==> config.mk <==
export PLATFORM = sky130hd
export DESIGN_NAME = gpr_wb_arbiter_flat
export DESIGN_NICKNAME = d
export VERILOG_FILES = /design/src/rtl/gpr_wb_if.sv /design/src/rtl/gpr_wb_arbiter.sv /design/src/flat_wrapper.sv
export SDC_FILE = /design/constraint.sdc
export NUM_CORES = 1
export LEC_CHECK = 0
export CORE_MARGIN = 5
export CORE_UTILIZATION = 54
export DETAILED_ROUTE_END_ITERATION = 8
export PLACE_DENSITY = 0.94
export SLEW_MARGIN = 20
export SYNTH_ARGS = -nofsm -noshare
export SYNTH_HDL_FRONTEND = slang
export SYNTH_SLANG_ARGS = --single-unit
==> constraint.sdc <==
create_clock -name clk -period 9.1 [get_ports clk]
set_input_delay 2.275 -clock clk [delete_from_list [all_inputs] [get_ports clk]]
set_output_delay 2.275 -clock clk [all_outputs]
set_load 0.005 [all_outputs]
==> src/rtl/gpr_wb_if.sv <==
// Writeback and issue-side signal bundle for the GPR write-port arbiter.
// The slave side is the arbiter. The master side is whatever drives ALU, load and issue traffic.
interface gpr_wb_if #(
  parameter int DATA_W = 32
);
  logic              alu_we;
  logic [4:0]        alu_rd;
  logic [DATA_W-1:0] alu_data;
  logic              ld_valid;
  logic              ld_ready;
  logic [4:0]        ld_rd;
  logic [DATA_W-1:0] ld_data;
  logic              iss_valid;
  logic              iss_is_load;
  logic [4:0]        iss_rs1;
  logic [4:0]        iss_rs2;
  logic [4:0]        iss_rd;
  logic              iss_stall;
  logic              gpr_we;
  logic [4:0]        gpr_rd;
  logic [DATA_W-1:0] gpr_rrd;
  logic [31:0]       pending;

  modport slave (
    input  alu_we, alu_rd, alu_data,
    input  ld_valid, ld_rd, ld_data,
    input  iss_valid, iss_is_load, iss_rs1, iss_rs2, iss_rd,
    output ld_ready, iss_stall, gpr_we, gpr_rd, gpr_rrd, pending
  );

  modport master (
    output alu_we, alu_rd, alu_data,
    output ld_valid, ld_rd, ld_data,
    output iss_valid, iss_is_load, iss_rs1, iss_rs2, iss_rd,
    input  ld_ready, iss_stall, gpr_we, gpr_rd, gpr_rrd, pending
  );
endinterface

==> src/rtl/gpr_wb_arbiter.sv <==
// Shares the single GPR write port between the ALU (never stalls) and buffered load writebacks.
// It also keeps the per-register load scoreboard that drives the issue stall.
module gpr_wb_arbiter #(
  parameter int DATA_W     = 32,
  parameter int FIFO_DEPTH = 2
) (
  input  logic     clk,
  input  logic     rst,
  gpr_wb_if.slave  bus
);
  localparam int AW = (FIFO_DEPTH > 1) ? $clog2(FIFO_DEPTH) : 1;
  localparam int CW = $clog2(FIFO_DEPTH + 1);
  localparam logic [CW-1:0] FULL = CW'(FIFO_DEPTH);

  logic [AW-1:0]     head, tail;
  logic [CW-1:0]     count;
  logic [31:0]       pending_q, pending_nxt;
  logic [4:0]        rd_mem   [FIFO_DEPTH];
  logic [DATA_W-1:0] data_mem [FIFO_DEPTH];

  logic alu_act, fifo_ne, sel_fifo, sel_direct, deq, direct, ld_fire, enq, iss_set;
  logic ld_commit;
  logic [4:0] commit_rd;

  assign alu_act    = bus.alu_we && (bus.alu_rd != 5'd0);
  assign fifo_ne    = (count != '0);
  assign sel_fifo   = !alu_act && fifo_ne;
  assign sel_direct = !alu_act && !fifo_ne && bus.ld_valid && (bus.ld_rd != 5'd0);
  assign deq        = rst && sel_fifo;
  assign direct     = rst && sel_direct;

  assign bus.ld_ready = rst && (count < FULL);
  assign ld_fire      = bus.ld_valid && bus.ld_ready;
  // Loads with rd==0 and direct-written loads are consumed without occupying a slot
  assign enq          = ld_fire && (bus.ld_rd != 5'd0) && !direct;

  // Write-port mux: combinational so the register file can forward in the same cycle
  always_comb begin
    bus.gpr_we  = 1'b0;
    bus.gpr_rd  = 5'd0;
    bus.gpr_rrd = '0;
    if (rst) begin
      if (alu_act) begin
        bus.gpr_we  = 1'b1;
        bus.gpr_rd  = bus.alu_rd;
        bus.gpr_rrd = bus.alu_data;
      end else if (sel_fifo) begin
        bus.gpr_we  = 1'b1;
        bus.gpr_rd  = rd_mem[head];
        bus.gpr_rrd = data_mem[head];
      end else if (sel_direct) begin
        bus.gpr_we  = 1'b1;
        bus.gpr_rd  = bus.ld_rd;
        bus.gpr_rrd = bus.ld_data;
      end
    end
  end

  assign ld_commit = deq || direct;
  assign commit_rd = deq ? rd_mem[head] : bus.ld_rd;

  assign bus.iss_stall = rst && bus.iss_valid &&
                         (((bus.iss_rs1 != 5'd0) && pending_q[bus.iss_rs1]) ||
                          ((bus.iss_rs2 != 5'd0) && pending_q[bus.iss_rs2]) ||
                          ((bus.iss_rd  != 5'd0) && pending_q[bus.iss_rd]));
  assign iss_set = bus.iss_valid && !bus.iss_stall && bus.iss_is_load && (bus.iss_rd != 5'd0);

  // A newly issued load to the same register outranks a commit clearing it
  always_comb begin
    pending_nxt = pending_q;
    if (ld_commit) pending_nxt[commit_rd] = 1'b0;
    if (iss_set)   pending_nxt[bus.iss_rd] = 1'b1;
  end

  assign bus.pending = pending_q;

  always_ff @(posedge clk) begin
    if (!rst) begin
      head      <= '0;
      tail      <= '0;
      count     <= '0;
      pending_q <= '0;
    end else begin
      if (enq) tail <= tail + AW'(1);
      if (deq) head <= head + AW'(1);
      case ({enq, deq})
        2'b10:   count <= count + CW'(1);
        2'b01:   count <= count - CW'(1);
        default: count <= count;
      endcase
      pending_q <= pending_nxt;
    end
  end

  always_ff @(posedge clk) begin
    if (enq) begin
      rd_mem[tail]   <= bus.ld_rd;
      data_mem[tail] <= bus.ld_data;
    end
  end

`ifndef SYNTHESIS
  always_ff @(posedge clk) begin
    if (rst && alu_act && pending_q[bus.alu_rd]) begin
      $display("bug: ALU write to x%0d while a load to it is outstanding (WAW)", bus.alu_rd);
      $finish;
    end
    if (rst && bus.ld_valid && (bus.ld_rd != 5'd0) && !pending_q[bus.ld_rd]) begin
      $display("bug: load writeback to x%0d without a scoreboard entry", bus.ld_rd);
      $finish;
    end
  end
`endif
endmodule

==> src/flat_wrapper.sv <==
// flat-port wrapper written by rule: the top's interface ports become plain ports
module gpr_wb_arbiter_flat 
#(
  parameter int DATA_W     = 32,
  parameter int FIFO_DEPTH = 2
)
  (clk, rst, bus_alu_we, bus_alu_rd, bus_alu_data, bus_ld_valid, bus_ld_rd, bus_ld_data, bus_iss_valid, bus_iss_is_load, bus_iss_rs1, bus_iss_rs2, bus_iss_rd, bus_ld_ready, bus_iss_stall, bus_gpr_we, bus_gpr_rd, bus_gpr_rrd, bus_pending);
  gpr_wb_if #(.DATA_W(DATA_W)) bus_i ();
  input  logic clk;
  input  logic rst;
  input wire logic [$bits(bus_i.alu_we)-1:0] bus_alu_we;
  input wire logic [$bits(bus_i.alu_rd)-1:0] bus_alu_rd;
  input wire logic [$bits(bus_i.alu_data)-1:0] bus_alu_data;
  input wire logic [$bits(bus_i.ld_valid)-1:0] bus_ld_valid;
  input wire logic [$bits(bus_i.ld_rd)-1:0] bus_ld_rd;
  input wire logic [$bits(bus_i.ld_data)-1:0] bus_ld_data;
  input wire logic [$bits(bus_i.iss_valid)-1:0] bus_iss_valid;
  input wire logic [$bits(bus_i.iss_is_load)-1:0] bus_iss_is_load;
  input wire logic [$bits(bus_i.iss_rs1)-1:0] bus_iss_rs1;
  input wire logic [$bits(bus_i.iss_rs2)-1:0] bus_iss_rs2;
  input wire logic [$bits(bus_i.iss_rd)-1:0] bus_iss_rd;
  output wire logic [$bits(bus_i.ld_ready)-1:0] bus_ld_ready;
  output wire logic [$bits(bus_i.iss_stall)-1:0] bus_iss_stall;
  output wire logic [$bits(bus_i.gpr_we)-1:0] bus_gpr_we;
  output wire logic [$bits(bus_i.gpr_rd)-1:0] bus_gpr_rd;
  output wire logic [$bits(bus_i.gpr_rrd)-1:0] bus_gpr_rrd;
  output wire logic [$bits(bus_i.pending)-1:0] bus_pending;
  assign bus_i.alu_we = bus_alu_we;
  assign bus_i.alu_rd = bus_alu_rd;
  assign bus_i.alu_data = bus_alu_data;
  assign bus_i.ld_valid = bus_ld_valid;
  assign bus_i.ld_rd = bus_ld_rd;
  assign bus_i.ld_data = bus_ld_data;
  assign bus_i.iss_valid = bus_iss_valid;
  assign bus_i.iss_is_load = bus_iss_is_load;
  assign bus_i.iss_rs1 = bus_iss_rs1;
  assign bus_i.iss_rs2 = bus_iss_rs2;
  assign bus_i.iss_rd = bus_iss_rd;
  assign bus_ld_ready = bus_i.ld_ready;
  assign bus_iss_stall = bus_i.iss_stall;
  assign bus_gpr_we = bus_i.gpr_we;
  assign bus_gpr_rd = bus_i.gpr_rd;
  assign bus_gpr_rrd = bus_i.gpr_rrd;
  assign bus_pending = bus_i.pending;
  gpr_wb_arbiter #(.DATA_W(DATA_W), .FIFO_DEPTH(FIFO_DEPTH)) u_core (.clk(clk), .rst(rst), .bus(bus_i));
endmodule
# After elaboration in Yosys (flattened, before gate mapping)
# Memories as Yosys holds them, arrays and structs flattened. A register that Yosys moved wholly into a read port is not among the register bits.
# Cells that the tools add are included.
# classes
n_mux	32
n_addsub	4
n_mul	0
n_div	0
reduce_logical	35
bitwise	3
shifts	0
eq_ne	2
magnitude_cmp	7
# op_table
cell	count
32-bit two-way mux	6
32-bit AND	1
32-bit inverter	1
32-bit bitwise OR	1
5-bit two-way mux	5
5-bit nonzero test	5
5-bit by 6-bit < comparator with 1-bit output, second input constant	4
1-bit logical AND	21
1-bit binary-select mux with 5-bit select	3
1-bit two-way mux	15
1-bit demux with 5-bit select	2
5-bit by 1-bit greater-or-equal comparator with 1-bit output, second input constant	2
1-bit zero test	4
2-bit one-hot mux with 2 select lines	1
2-bit nonzero test	2
1-bit logical OR	3
1-bit adder, second input constant	2
2-bit by 1-bit adder with 2-bit output, second input constant	1
2-bit by 1-bit == test with 1-bit output, second input constant	1
2-bit == test, second input constant	1
2-bit < comparator, second input constant	1
2-bit by 1-bit subtractor with 2-bit output, second input constant	1
# word_totals
n_memories	2
ramBits	74
reg_bits	36
output_inout_bits	72
elab_cells	89
inputBits	95
romBits	0
latch_bits	0
# memory_table
memory	words	width	read_ports	rd_ports_with_merged_regs	wr	line	text
u_core.data_mem	2	32	1	1	1	gpr_wb_arbiter.sv:19	logic [DATA_W-1:0] data_mem [FIFO_DEPTH];
u_core.rd_mem	2	5	1	1	1	gpr_wb_arbiter.sv:18	logic [4:0] rd_mem [FIFO_DEPTH];

# Longest topological paths before layout
# Gate-level depths: netlist (run 1).
# logic_depth
word_depth	15
ltp_mapped	9
mapped_depth_nobuf	8

# Worst setup path after synthesis (run 1)
# OpenSTA, ideal clock, no wires.
# synth_path
kind	in2out
startpoint	input port bus_alu_rd[2]
endpoint	output port bus_gpr_rd[1]
setup_slack_ns	3.011
n_path_buf	2
arrival_ns	3.814
required_time_ns	6.825
path_stages	6
cell_sequence	or4_4 o21ai_4 clkbuf_1 clkbuf_1 nand3_1 a31oi_1
# synth_between
elab_chain_len	10
word_cells_on_any_way	11
classes_between	4 x mux; 7 x reduce/logical
# synth_rtl
item	line	text
start: declaration	flat_wrapper.sv:12	input wire logic [$bits(bus_i.alu_rd)-1:0] bus_alu_rd;
5-bit nonzero test *	gpr_wb_arbiter.sv:25	assign alu_act = bus.alu_we && (bus.alu_rd != 5'd0);
1-bit logical AND *	gpr_wb_arbiter.sv:25	
1-bit zero test	gpr_wb_arbiter.sv:27, gpr_wb_arbiter.sv:28	
1-bit logical AND (3 in a row)	gpr_wb_arbiter.sv:28	assign sel_direct = !alu_act && !fifo_ne && bus.ld_valid && (bus.ld_rd != 5'd0);
5-bit two-way mux	gpr_wb_arbiter.sv:51	end else if (sel_direct) begin
5-bit two-way mux	gpr_wb_arbiter.sv:47	end else if (sel_fifo) begin
5-bit two-way mux *	gpr_wb_arbiter.sv:43	if (alu_act) begin
5-bit two-way mux *	gpr_wb_arbiter.sv:42	if (rst) begin
end: declaration	flat_wrapper.sv:25	output wire logic [$bits(bus_i.gpr_rd)-1:0] bus_gpr_rd;
# Every way passes the cells marked *; elsewhere a longest branch is shown, timed or not.

# Worst setup path in the final report (run 1)
# layout_path
startpoint	input port bus_iss_rs1[2]
endpoint	output port bus_iss_stall
# layout_between
elab_chain_len	6
word_cells_on_any_way	7
classes_between	2 x mux; 5 x reduce/logical
# layout_rtl
item	line	text
start: declaration	flat_wrapper.sv:19	input wire logic [$bits(bus_i.iss_rs1)-1:0] bus_iss_rs1;
1-bit binary-select mux with 5-bit select	gpr_wb_arbiter.sv:63	(((bus.iss_rs1 != 5'd0) && pending_q[bus.iss_rs1]) ||
1-bit two-way mux (implied by the code)	gpr_wb_arbiter.sv:63	
1-bit logical AND *	gpr_wb_arbiter.sv:63	
1-bit logical OR *	gpr_wb_arbiter.sv:63	
1-bit logical OR *	gpr_wb_arbiter.sv:64	((bus.iss_rs2 != 5'd0) && pending_q[bus.iss_rs2]) ||
1-bit logical AND *	gpr_wb_arbiter.sv:62	assign bus.iss_stall = rst && bus.iss_valid &&
end: declaration	flat_wrapper.sv:23	output wire logic [$bits(bus_i.iss_stall)-1:0] bus_iss_stall;
# Every way passes the cells marked *; elsewhere a longest branch is shown, timed or not. The select of a mux whose other input is x is not followed.

==> impl_metrics.yaml, run 1 <==
placed_design:
  dp_cells: 881
  portBuffers: 166
  gp_congestion: 0.983
  pre_cts_ws_ps: 1540
  hpwl_mm: 15.0
  place_area_sq_um: 8160
final_layout:
  design_area_sq_um: 8530
  fin_util_pct: 71.6
  diodes: 0
  stdcell_count: 900
  area_growth_pct: 31.2
  drive_above_1_share_pct: 7.57
  final_nets: 844
floorplan:
  chipWidth_um: 120
  placement_rows: 40
  dieArea_sq_um: 14300
  core_area_sq_um: 11900
  start_util_pct: 54.6
  io-pin-count: 167
  die_h_um: 120
detailed_routing:
  vias: 6071
  viasPerCell: 6.75
  ant_nets: 0
  wirelength_mm: 21.9
  wl_per_cell_um: 24.3
  firstDrtPassIters: 6
  drt_first_iter_violations: 650
  drc_errors: 0
logic_synthesis:
  synth_commonest_cells: "edfxtp_1, mux2i_1, nand2_1"
  synth_top_area_cell: "edfxtp_1"
  yosysTopAreaCellShare_pct: 34.2
  synth_cells: 616
  ys.flop_type: "edfxtp_1"
  synth_fp_nets: 712
  yosysMostFrequentCell: "edfxtp_1"
  avgSynthCellArea_sq_um: 10.6
  synth-seq-cells: 111
  ys_async_sr_fraction_pct: 0
  syn_area_sq_um: 6500
  synth_top_cells_by_area: "edfxtp_1, dfxtp_1, mux2i_1"
  synth_edf_count: 74
  ys_seq_area_share_pct: 45.6
  synth.distinct_cells: 59
  yosysWarnings: 0
worst_setup_path:
  r2r_start: "u_core.bus.pending[18]$_SDFF_PN0_"
  crit_path_max_fanout: 32
  worstPathRequired_ps: 6830
  crit_top_cell: "clkdlybuf4s50_1"
  cp-start-kind: "input port"
  path_class: "input port to output pin"
  worstSetupPathDepth: 8
  crit_path_cell_trace: "clkdlybuf4s50_1, mux4_2, a22o_1, nor4_4, buf_4, o211ai_1, and3_1, clkdlybuf4s50_1"
  critical-path-top-delay-family: "buffers and inverters"
  startpoint: "bus_iss_rs1[2]"
  worstRegToRegCells: 7
  slowest_stage: "clkdlybuf4s50_1"
  critical_path.endpoint: "bus_iss_stall"
  critPathBufInv: 3
  reg2reg_to: "u_core.bus.pending[9]$_SDFF_PN0_"
  worstSetupEndpointType: "output pin"
  cpPeakStageDelay_ps: 910
  rrSetupSlack_ps: 6560
  worstPathArrival_ps: 5280
clock_tree:
  cts_max_level: 3
  clockBufferDepth: 2
  cts_hold_buf: 0
  cts_inserted_buffers: 9
  clkLatencyLatePin_ps: 360
  postCtsSetupBuffers: 0
  cts-root-buf: "clkbuf_16"
  clkSlewWorstSetupHoldPaths_ps: 60
  cts_num_sinks: 111
  tritoncts: "done"
  post_cts_resized: 0
timing:
  slew_viol_final: 0
  hold_slack_ps: 504
  post-route-min-period_ps: 7560
  fmaxAchievable_ghz: 0.132
  rsz0062_at_grt: "false"
  tightest_slew_ps: 752
  setup_tns_ps: 0
  fin_crit_sh_pct: 83.0
  fin_skew_ps: 8.10
  slew_headroom_pct: 49.7
  setup_slack_ps: 1540
  setup_viol: 0
  final-hold-violation-count: 0
power_and_ir_drop:
  powerDensity_nw_per_um2: 146
  vdd_drop_max_mv: 0.110
  total_power_mw: 1.25
  p_leak_nw: 2.94
grt:
  grt_pass1_vias: 6157
  grt_max_degree: 71
  antenna_found_initial: 0
  overflow: 0
  track_usage_pct: 29.7
  grt_pass1_wl_mm: 33.3
status:
  status: "completed"
run:
  cap_violations: 0
worst_hold_path:
  hold_class: "register to register"
-- kinds of logic (layout without fill, tap and decap cells) --
group / Yosys count / count (layout) / synth area share (%)
adder cells (fa/ha/maj): 1 / 1 / 0.192
buffers and inverters: 59 / 196 / 4.04
flip-flops: 111 / 111 / 45.6
AO/OA/AOI/OAI: 168 / 168 / 20.2
XOR/XNOR: 3 / 3 / 0.404
multiplexers: 90 / 90 / 15.4
AND/OR/NAND/NOR: 184 / 184 / 14.2
-- report_power, final --
group | switching (mW) | internal [mW]
sequential | 0.00861 | 0.552
clock | 0.180 | 0.242
combinational | 0.141 | 0.124
-- area by class of cell --
cell class,count,area [sq um]
clock buffers,11,233
repair buffers,175,1760
well taps,147,184
fillers,795,3380
flip-flops and latches,111,2960
clock inverters,5,81.3
inverters,5,18.8
multi-input cells,446,3290
-- per-layer routing --
layer	track usage, %	vias to the layer above	wire length (um)
met3	6.08	70	2170
li1	-	2682	-
met4	13.7	0	825
met5	0	-	0
met1	36.4	2862	8180
met2	50.5	457	10700
-- state kept, by name (all words and copies together) (netlist names), named ones only --
name,cells
u_core.bus.pending,32
u_core.count,2
u_core.data_mem,64
u_core.head,1
u_core.rd_mem,10
u_core.tail,1
-- cells in the final DEF, fill, tap and decap left out, types with 4 or more instances in the layout --
cell type and n:
clkdlybuf4s50_1 164, o211a_1 33, nor2b_1 10, mux2_2 10, nand2_1 67, o211ai_1 35, mux4_2 6, nand4_1 11
nand2b_1 8, edfxtp_1 74, or2_2 5, clkbuf_16 9, and3_1 6, o21ai_1 31, dfxtp_1 36, inv_1 5
nor2_1 27, nor3_1 7, and2_1 7, o311ai_0 30, nand3_1 15, mux2i_1 71, o22ai_1 7, buf_4 6
or3_1 4
-- how the worst min path moves through the flow --
stage / to / depth (start not counted) / start / slack [ps]
3_3_place_gp: u_core.bus.pending[0]$_SDFF_PN0_ / 1 / u_core.bus.pending[0]$_SDFF_PN0_ / 490
4_1_cts: u_core.bus.pending[0]$_SDFF_PN0_ / 1 / u_core.bus.pending[0]$_SDFF_PN0_ / 510
6_report: u_core.bus.pending[0]$_SDFF_PN0_ / 1 / u_core.bus.pending[0]$_SDFF_PN0_ / 500
2_1_floorplan: u_core.bus.pending[0]$_SDFF_PN0_ / 1 / u_core.bus.pending[0]$_SDFF_PN0_ / 470
3_5_place_dp: u_core.bus.pending[0]$_SDFF_PN0_ / 1 / u_core.bus.pending[0]$_SDFF_PN0_ / 500
5_1_grt: u_core.bus.pending[0]$_SDFF_PN0_ / 1 / u_core.bus.pending[0]$_SDFF_PN0_ / 530
-- worst reg2reg max path, delay by kind of cell (launching register included) --
| family | cells | cell delay, ps |
|---|---|---|
| AO/OA/AOI/OAI | 3 | 530 |
| multiplexers | 1 | 490 |
| AND/OR/NAND/NOR | 2 | 680 |
| buffers and inverters | 1 | 360 |
| flip-flops | 1 | 400 |
(Power assumes the default switching activity.)
==> run 2: changes to the inputs <==
--- a/config.mk
+++ b/config.mk
@@ -6,9 +6,9 @@
 export NUM_CORES = 1
 export LEC_CHECK = 0
 export CORE_MARGIN = 5
-export CORE_UTILIZATION = 54
+export CORE_UTILIZATION = 45
 export DETAILED_ROUTE_END_ITERATION = 8
-export PLACE_DENSITY = 0.94
+export PLACE_DENSITY = 0.84
 export SLEW_MARGIN = 20
 export SYNTH_ARGS = -nofsm -noshare
 export SYNTH_HDL_FRONTEND = slang
==> constraint.sdc (replaced) <==
create_clock -name clk -period 6.3 [get_ports clk]
set_input_delay 1.575 -clock clk [delete_from_list [all_inputs] [get_ports clk]]
set_output_delay 1.575 -clock clk [all_outputs]
set_load 0.005 [all_outputs]
==> impl_metrics.yaml, run 2 (synthesis gave the netlist of run 1 again) <==
placed_design:
  portBuffers: 166
  hpwl_mm: 14.2
  gp_congestion: 0.938
  dp_cells: 929
timing:
  slew_viol_final: 0
  post-route-min-period_ps: 6010
  final-hold-violation-count: 0
  slew_headroom_pct: 49.7
  setup_tns_ps: 0
  fin_skew_ps: 6.69
  rsz0062_at_grt: "false"
  fmaxAchievable_ghz: 0.166
  fin_crit_sh_pct: 95.5
  setup_viol: 0
  tightest_slew_ps: 755
detailed_routing:
  vias: 5899
  ant_nets: 0
  drt_first_iter_violations: 446
  firstDrtPassIters: 5
  wl_met1_mm: 7.92
  dr_wl_met2_mm: 9.91
  viasPerCell: 6.23
  wirelength_mm: 20.0
  wl_per_cell_um: 21.1
  drc_errors: 0
  dr_wl_met3_mm: 1.62
  highest_layer: "met4"
clock_tree:
  cts_hold_buf: 0
  clkSlewWorstSetupHoldPaths_ps: 70
  postCtsSetupBuffers: 0
  clockBufferDepth: 2
  post_cts_resized: 0
  cts-root-buf: "clkbuf_16"
  clkLatencyLatePin_ps: 350
  tritoncts: "done"
  cts_num_sinks: 111
  cts_max_level: 3
  cts_inserted_buffers: 9
floorplan:
  die_h_um: 130
  core_area_sq_um: 14400
  placement_rows: 44
  dieArea_sq_um: 16900
  chipWidth_um: 130
  io-pin-count: 167
  start_util_pct: 45.2
grt:
  grt_pass1_vias: 5877
  grt_pass1_wl_mm: 30.9
  overflow: 0
  grt_max_degree: 77
  track_usage_pct: 23.0
  antenna_found_initial: 0
worst_setup_path:
  worstPathArrival_ps: 4440
  slowest_stage: "or4_4"
  cp-start-kind: "input port"
  crit_path_cell_trace: "clkdlybuf4s50_1, or4_4, o21ai_4, and3_1, buf_4, nand2_1, o211ai_1, o211a_1, clkdlybuf4s50_1"
  path_class: "input port to output pin"
  worstSetupEndpointType: "output pin"
  crit_top_cell: "clkdlybuf4s50_1"
  crit_path_max_fanout: 22
  cpPeakStageDelay_ps: 550
  worstPathRequired_ps: 4720
status:
  status: "completed"
final_layout:
  largest_register_ffs: 64
  diodes: 0
  fin_util_pct: 60.0
  multiInputGateArea_sq_um: 3290
  final_common_cell: "clkdlybuf4s50_1"
  final_nets: 854
  drive_above_1_share_pct: 8.78
  top_register: "u_core.data_mem"
  stdcell_count: 947
  seq_area_sq_um: 2960
  area_growth_pct: 32.7
  fillers: 1147
  mostFrequentLayoutCells: "clkdlybuf4s50_1, edfxtp_1, mux2i_1"
run:
  cap_violations: 0
power_and_ir_drop:
  powerDensity_nw_per_um2: 205
  p_leak_nw: 2.97
  vdd_drop_max_mv: 0.110
worst_hold_path:
  hold_class: "register to register"
## run 2: path summary, 6_finish.rpt
path	startpoint	slack (ps)	cells after the start	to
setup / recovery	bus_alu_rd[2]	290	9	bus_gpr_rrd[7]
hold / removal	u_core.bus.pending[0]$_SDFF_PN0_	540	1	u_core.bus.pending[0]$_SDFF_PN0_
setup reg to reg	register	3530	6	u_core.bus.pending[6]$_SDFF_PN0_
hold reg to reg	u_core.bus.pending[0]$_SDFF_PN0_	540	1	u_core.bus.pending[0]$_SDFF_PN0_
## run 2: layout make-up
class	count	share of cell area [%]
well taps	184	2.67
inverters	5	0.218
flip-flops and latches	111	34.4
repair buffers	185	21.2
clock buffers	9	2.61
multi-input cells	446	38.2
clock inverters	7	0.812
## run 2: through the flow
stage	power, mW	hold WS (ps)	cell area, sq um	setup WS [ps]
6_report	1.76	538	8620	285
5_1_grt	1.83	546	8620	159
4_1_cts	1.76	532	8580	272
3_5_place_dp	1.20	520	8290	272
3_3_place_gp	1.19	505	8290	310
2_1_floorplan	1.02	471	6500	1610
## run 2: report_power, final
| group | internal, mW | total [mW] | switching (mW) |
|---|---|---|---|
| registers | 0.797 | 0.811 | 0.0147 |
| clock network | 0.310 | 0.576 | 0.267 |
| logic | 0.183 | 0.376 | 0.194 |
## run 2: critical path: cells and delay by family
family                 cells  cell delay [ps]
buffers and inverters      3             1280
AOI/OAI and AO/OA          3              440
and+or+nand+nor            3             1140
## run 2: per-layer routing
metal  up-vias  global-route usage, %
met2       311                   39.0
met4         0                   8.74
met5         -                      0
met1      2844                   29.2
li1       2700                      -
met3        44                   4.58
==> run 3: changes to the inputs <==
--- a/config.mk
+++ b/config.mk
@@ -5,7 +5,6 @@
 export SDC_FILE = /design/constraint.sdc
 export NUM_CORES = 1
 export LEC_CHECK = 0
-export CORE_MARGIN = 5
 export CORE_UTILIZATION = 45
 export DETAILED_ROUTE_END_ITERATION = 8
 export PLACE_DENSITY = 0.84
==> impl_metrics.yaml, run 3 (synthesis gave the netlist of run 1 again) <==
status:
  status: "completed"
placed_design:
  place_area_sq_um: 8310
  hpwl_mm: 13.8
  portBuffers: 166
  gp_congestion: 0.944
detailed_routing:
  firstDrtPassIters: 8
  wirelength_mm: 19.3
  ant_nets: 0
  drc_errors: 0
  viasPerCell: 6.26
  drt_first_iter_violations: 466
  vias: 5912
  wl_per_cell_um: 20.4
floorplan:
  io-pin-count: 167
  die_h_um: 122
  core_area_sq_um: 14000
  chipWidth_um: 122
  start_util_pct: 46.5
  dieArea_sq_um: 14900
  placement_rows: 43
timing:
  hold_slack_ps: 483
  slew_headroom_pct: 26.0
  slew_viol_final: 0
  fin_crit_sh_pct: 93.7
  rsz0062_at_grt: "false"
  tightest_slew_ps: 1110
  fin_skew_ps: 8.65
  post-route-min-period_ps: 5900
  setup_viol: 0
  final-hold-violation-count: 0
  setup_tns_ps: 0
  fmaxAchievable_ghz: 0.169
clock_tree:
  postCtsSetupBuffers: 0
  cts_hold_buf: 0
  cts_num_sinks: 111
  tritoncts: "done"
  clkLatencyLatePin_ps: 350
  cts_max_level: 3
  post_cts_resized: 0
  clkSlewWorstSetupHoldPaths_ps: 70
  cts-root-buf: "clkbuf_16"
  cts_inserted_buffers: 9
  clockBufferDepth: 2
power_and_ir_drop:
  p_sw_mw: 0.477
  vdd_drop_max_mv: 0.143
  powerDensity_nw_per_um2: 205
  p_comb_share_pct: 21.2
  total_power_mw: 1.77
  switching_share_pct: 27.0
  p_leak_nw: 2.97
  p_clk_share_pct: 33.0
  internal_power_mw: 1.29
  p_seq_share_pct: 45.8
run:
  cap_violations: 0
worst_hold_path:
  hold_depth: 1
  hold_class: "register to register"
final_layout:
  drive_above_1_share_pct: 9.16
  largest_register_ffs: 64
  final_nets: 855
  area_growth_pct: 32.5
  mostFrequentLayoutCells: "clkdlybuf4s50_1, edfxtp_1, mux2i_1"
  top_register: "u_core.data_mem"
  diodes: 0
  design_area_sq_um: 8610
  final_common_cell: "clkdlybuf4s50_1"
grt:
  track_usage_pct: 26.0
  antenna_found_initial: 0
  grt_pass1_vias: 5816
  overflow: 0
  grt_max_degree: 51
  grt_pass1_wl_mm: 30.1
worst_setup_path:
  crit_path_cell_trace: "clkdlybuf4s50_1, mux2i_1, nor4bb_1, a2111oi_0, and3_1, o211ai_1, and3_1, clkdlybuf4s50_1"
  worstRegToRegCells: 6
  rrSetupSlack_ps: 3730
  path_class: "input port to output pin"
  worstPathRequired_ps: 4720
  cpPeakStageDelay_ps: 890
  worstPathArrival_ps: 4330
  slowest_stage: "clkdlybuf4s50_1"
  crit_path_max_fanout: 11
  worstSetupEndpointType: "output pin"
  cp-start-kind: "input port"
==> run 3: cell count changes in the layout (fill, tap and decap cells not counted) <==
cell and change:
buf_4 +3, buf_12 -2, clkinv_1 -2, clkinvlp_4 +1, inv_6 +1
==> run 3: routing by layer <==
metal | GRT usage, % | part of all wire, % | up-vias
met5 | 0 | 0 | -
met4 | 7.62 | 1.5 | 0
met3 | 4.54 | 8.7 | 22
met2 | 43.8 | 48 | 339
met1 | 34.2 | 42 | 2846
li1 | - | - | 2705
==> run 3: power groups by stage <==
stage | registers, mW | logic, mW | clock network, mW
2_1_floorplan | 0.819 | 0.204 | 0
3_3_place_gp | 0.825 | 0.361 | 0
3_5_place_dp | 0.826 | 0.370 | 0
4_1_cts | 0.810 | 0.373 | 0.581
5_1_grt | 0.811 | 0.402 | 0.608
6_report | 0.810 | 0.375 | 0.584
==> run 3: through the flow <==
step | instances | setup WS [ps] | util [%]
floorplan | 616 | 1610 | -
global placement | 928 | 430 | 59.4
detailed placement | 928 | 419 | 59.4
CTS | 944 | 412 | 61.6
global route | 944 | 283 | 61.6
finish | 944 | 395 | 61.6
==> run 3: cell type report <==
type	instances	area, sq um
clock buffer	9	225
fill	1088	5380
multi-input combinational	446	3290
timing repair buffer	186	1810
clock inverter	7	78.8
sequential	111	2960
tap	180	225
inverter	5	18.8
==> run 3: path summary, 6_finish.rpt <==
check	endpoint	from
min	u_core.bus.pending[0]$_SDFF_PN0_	u_core.bus.pending[0]$_SDFF_PN0_
min reg2reg	u_core.bus.pending[0]$_SDFF_PN0_	u_core.bus.pending[0]$_SDFF_PN0_
max reg2reg	u_core.bus.pending[11]$_SDFF_PN0_	register
max	bus_iss_stall	bus_iss_rs1[2]
==> run 3: worst max-delay path: cells and delay by family <==
family                 cells  cell delay (ps)
multiplexers               1              290
AND/OR/NAND/NOR            3              610
AO/OA/AOI/OAI              2              510
buffers and inverters      2             1330
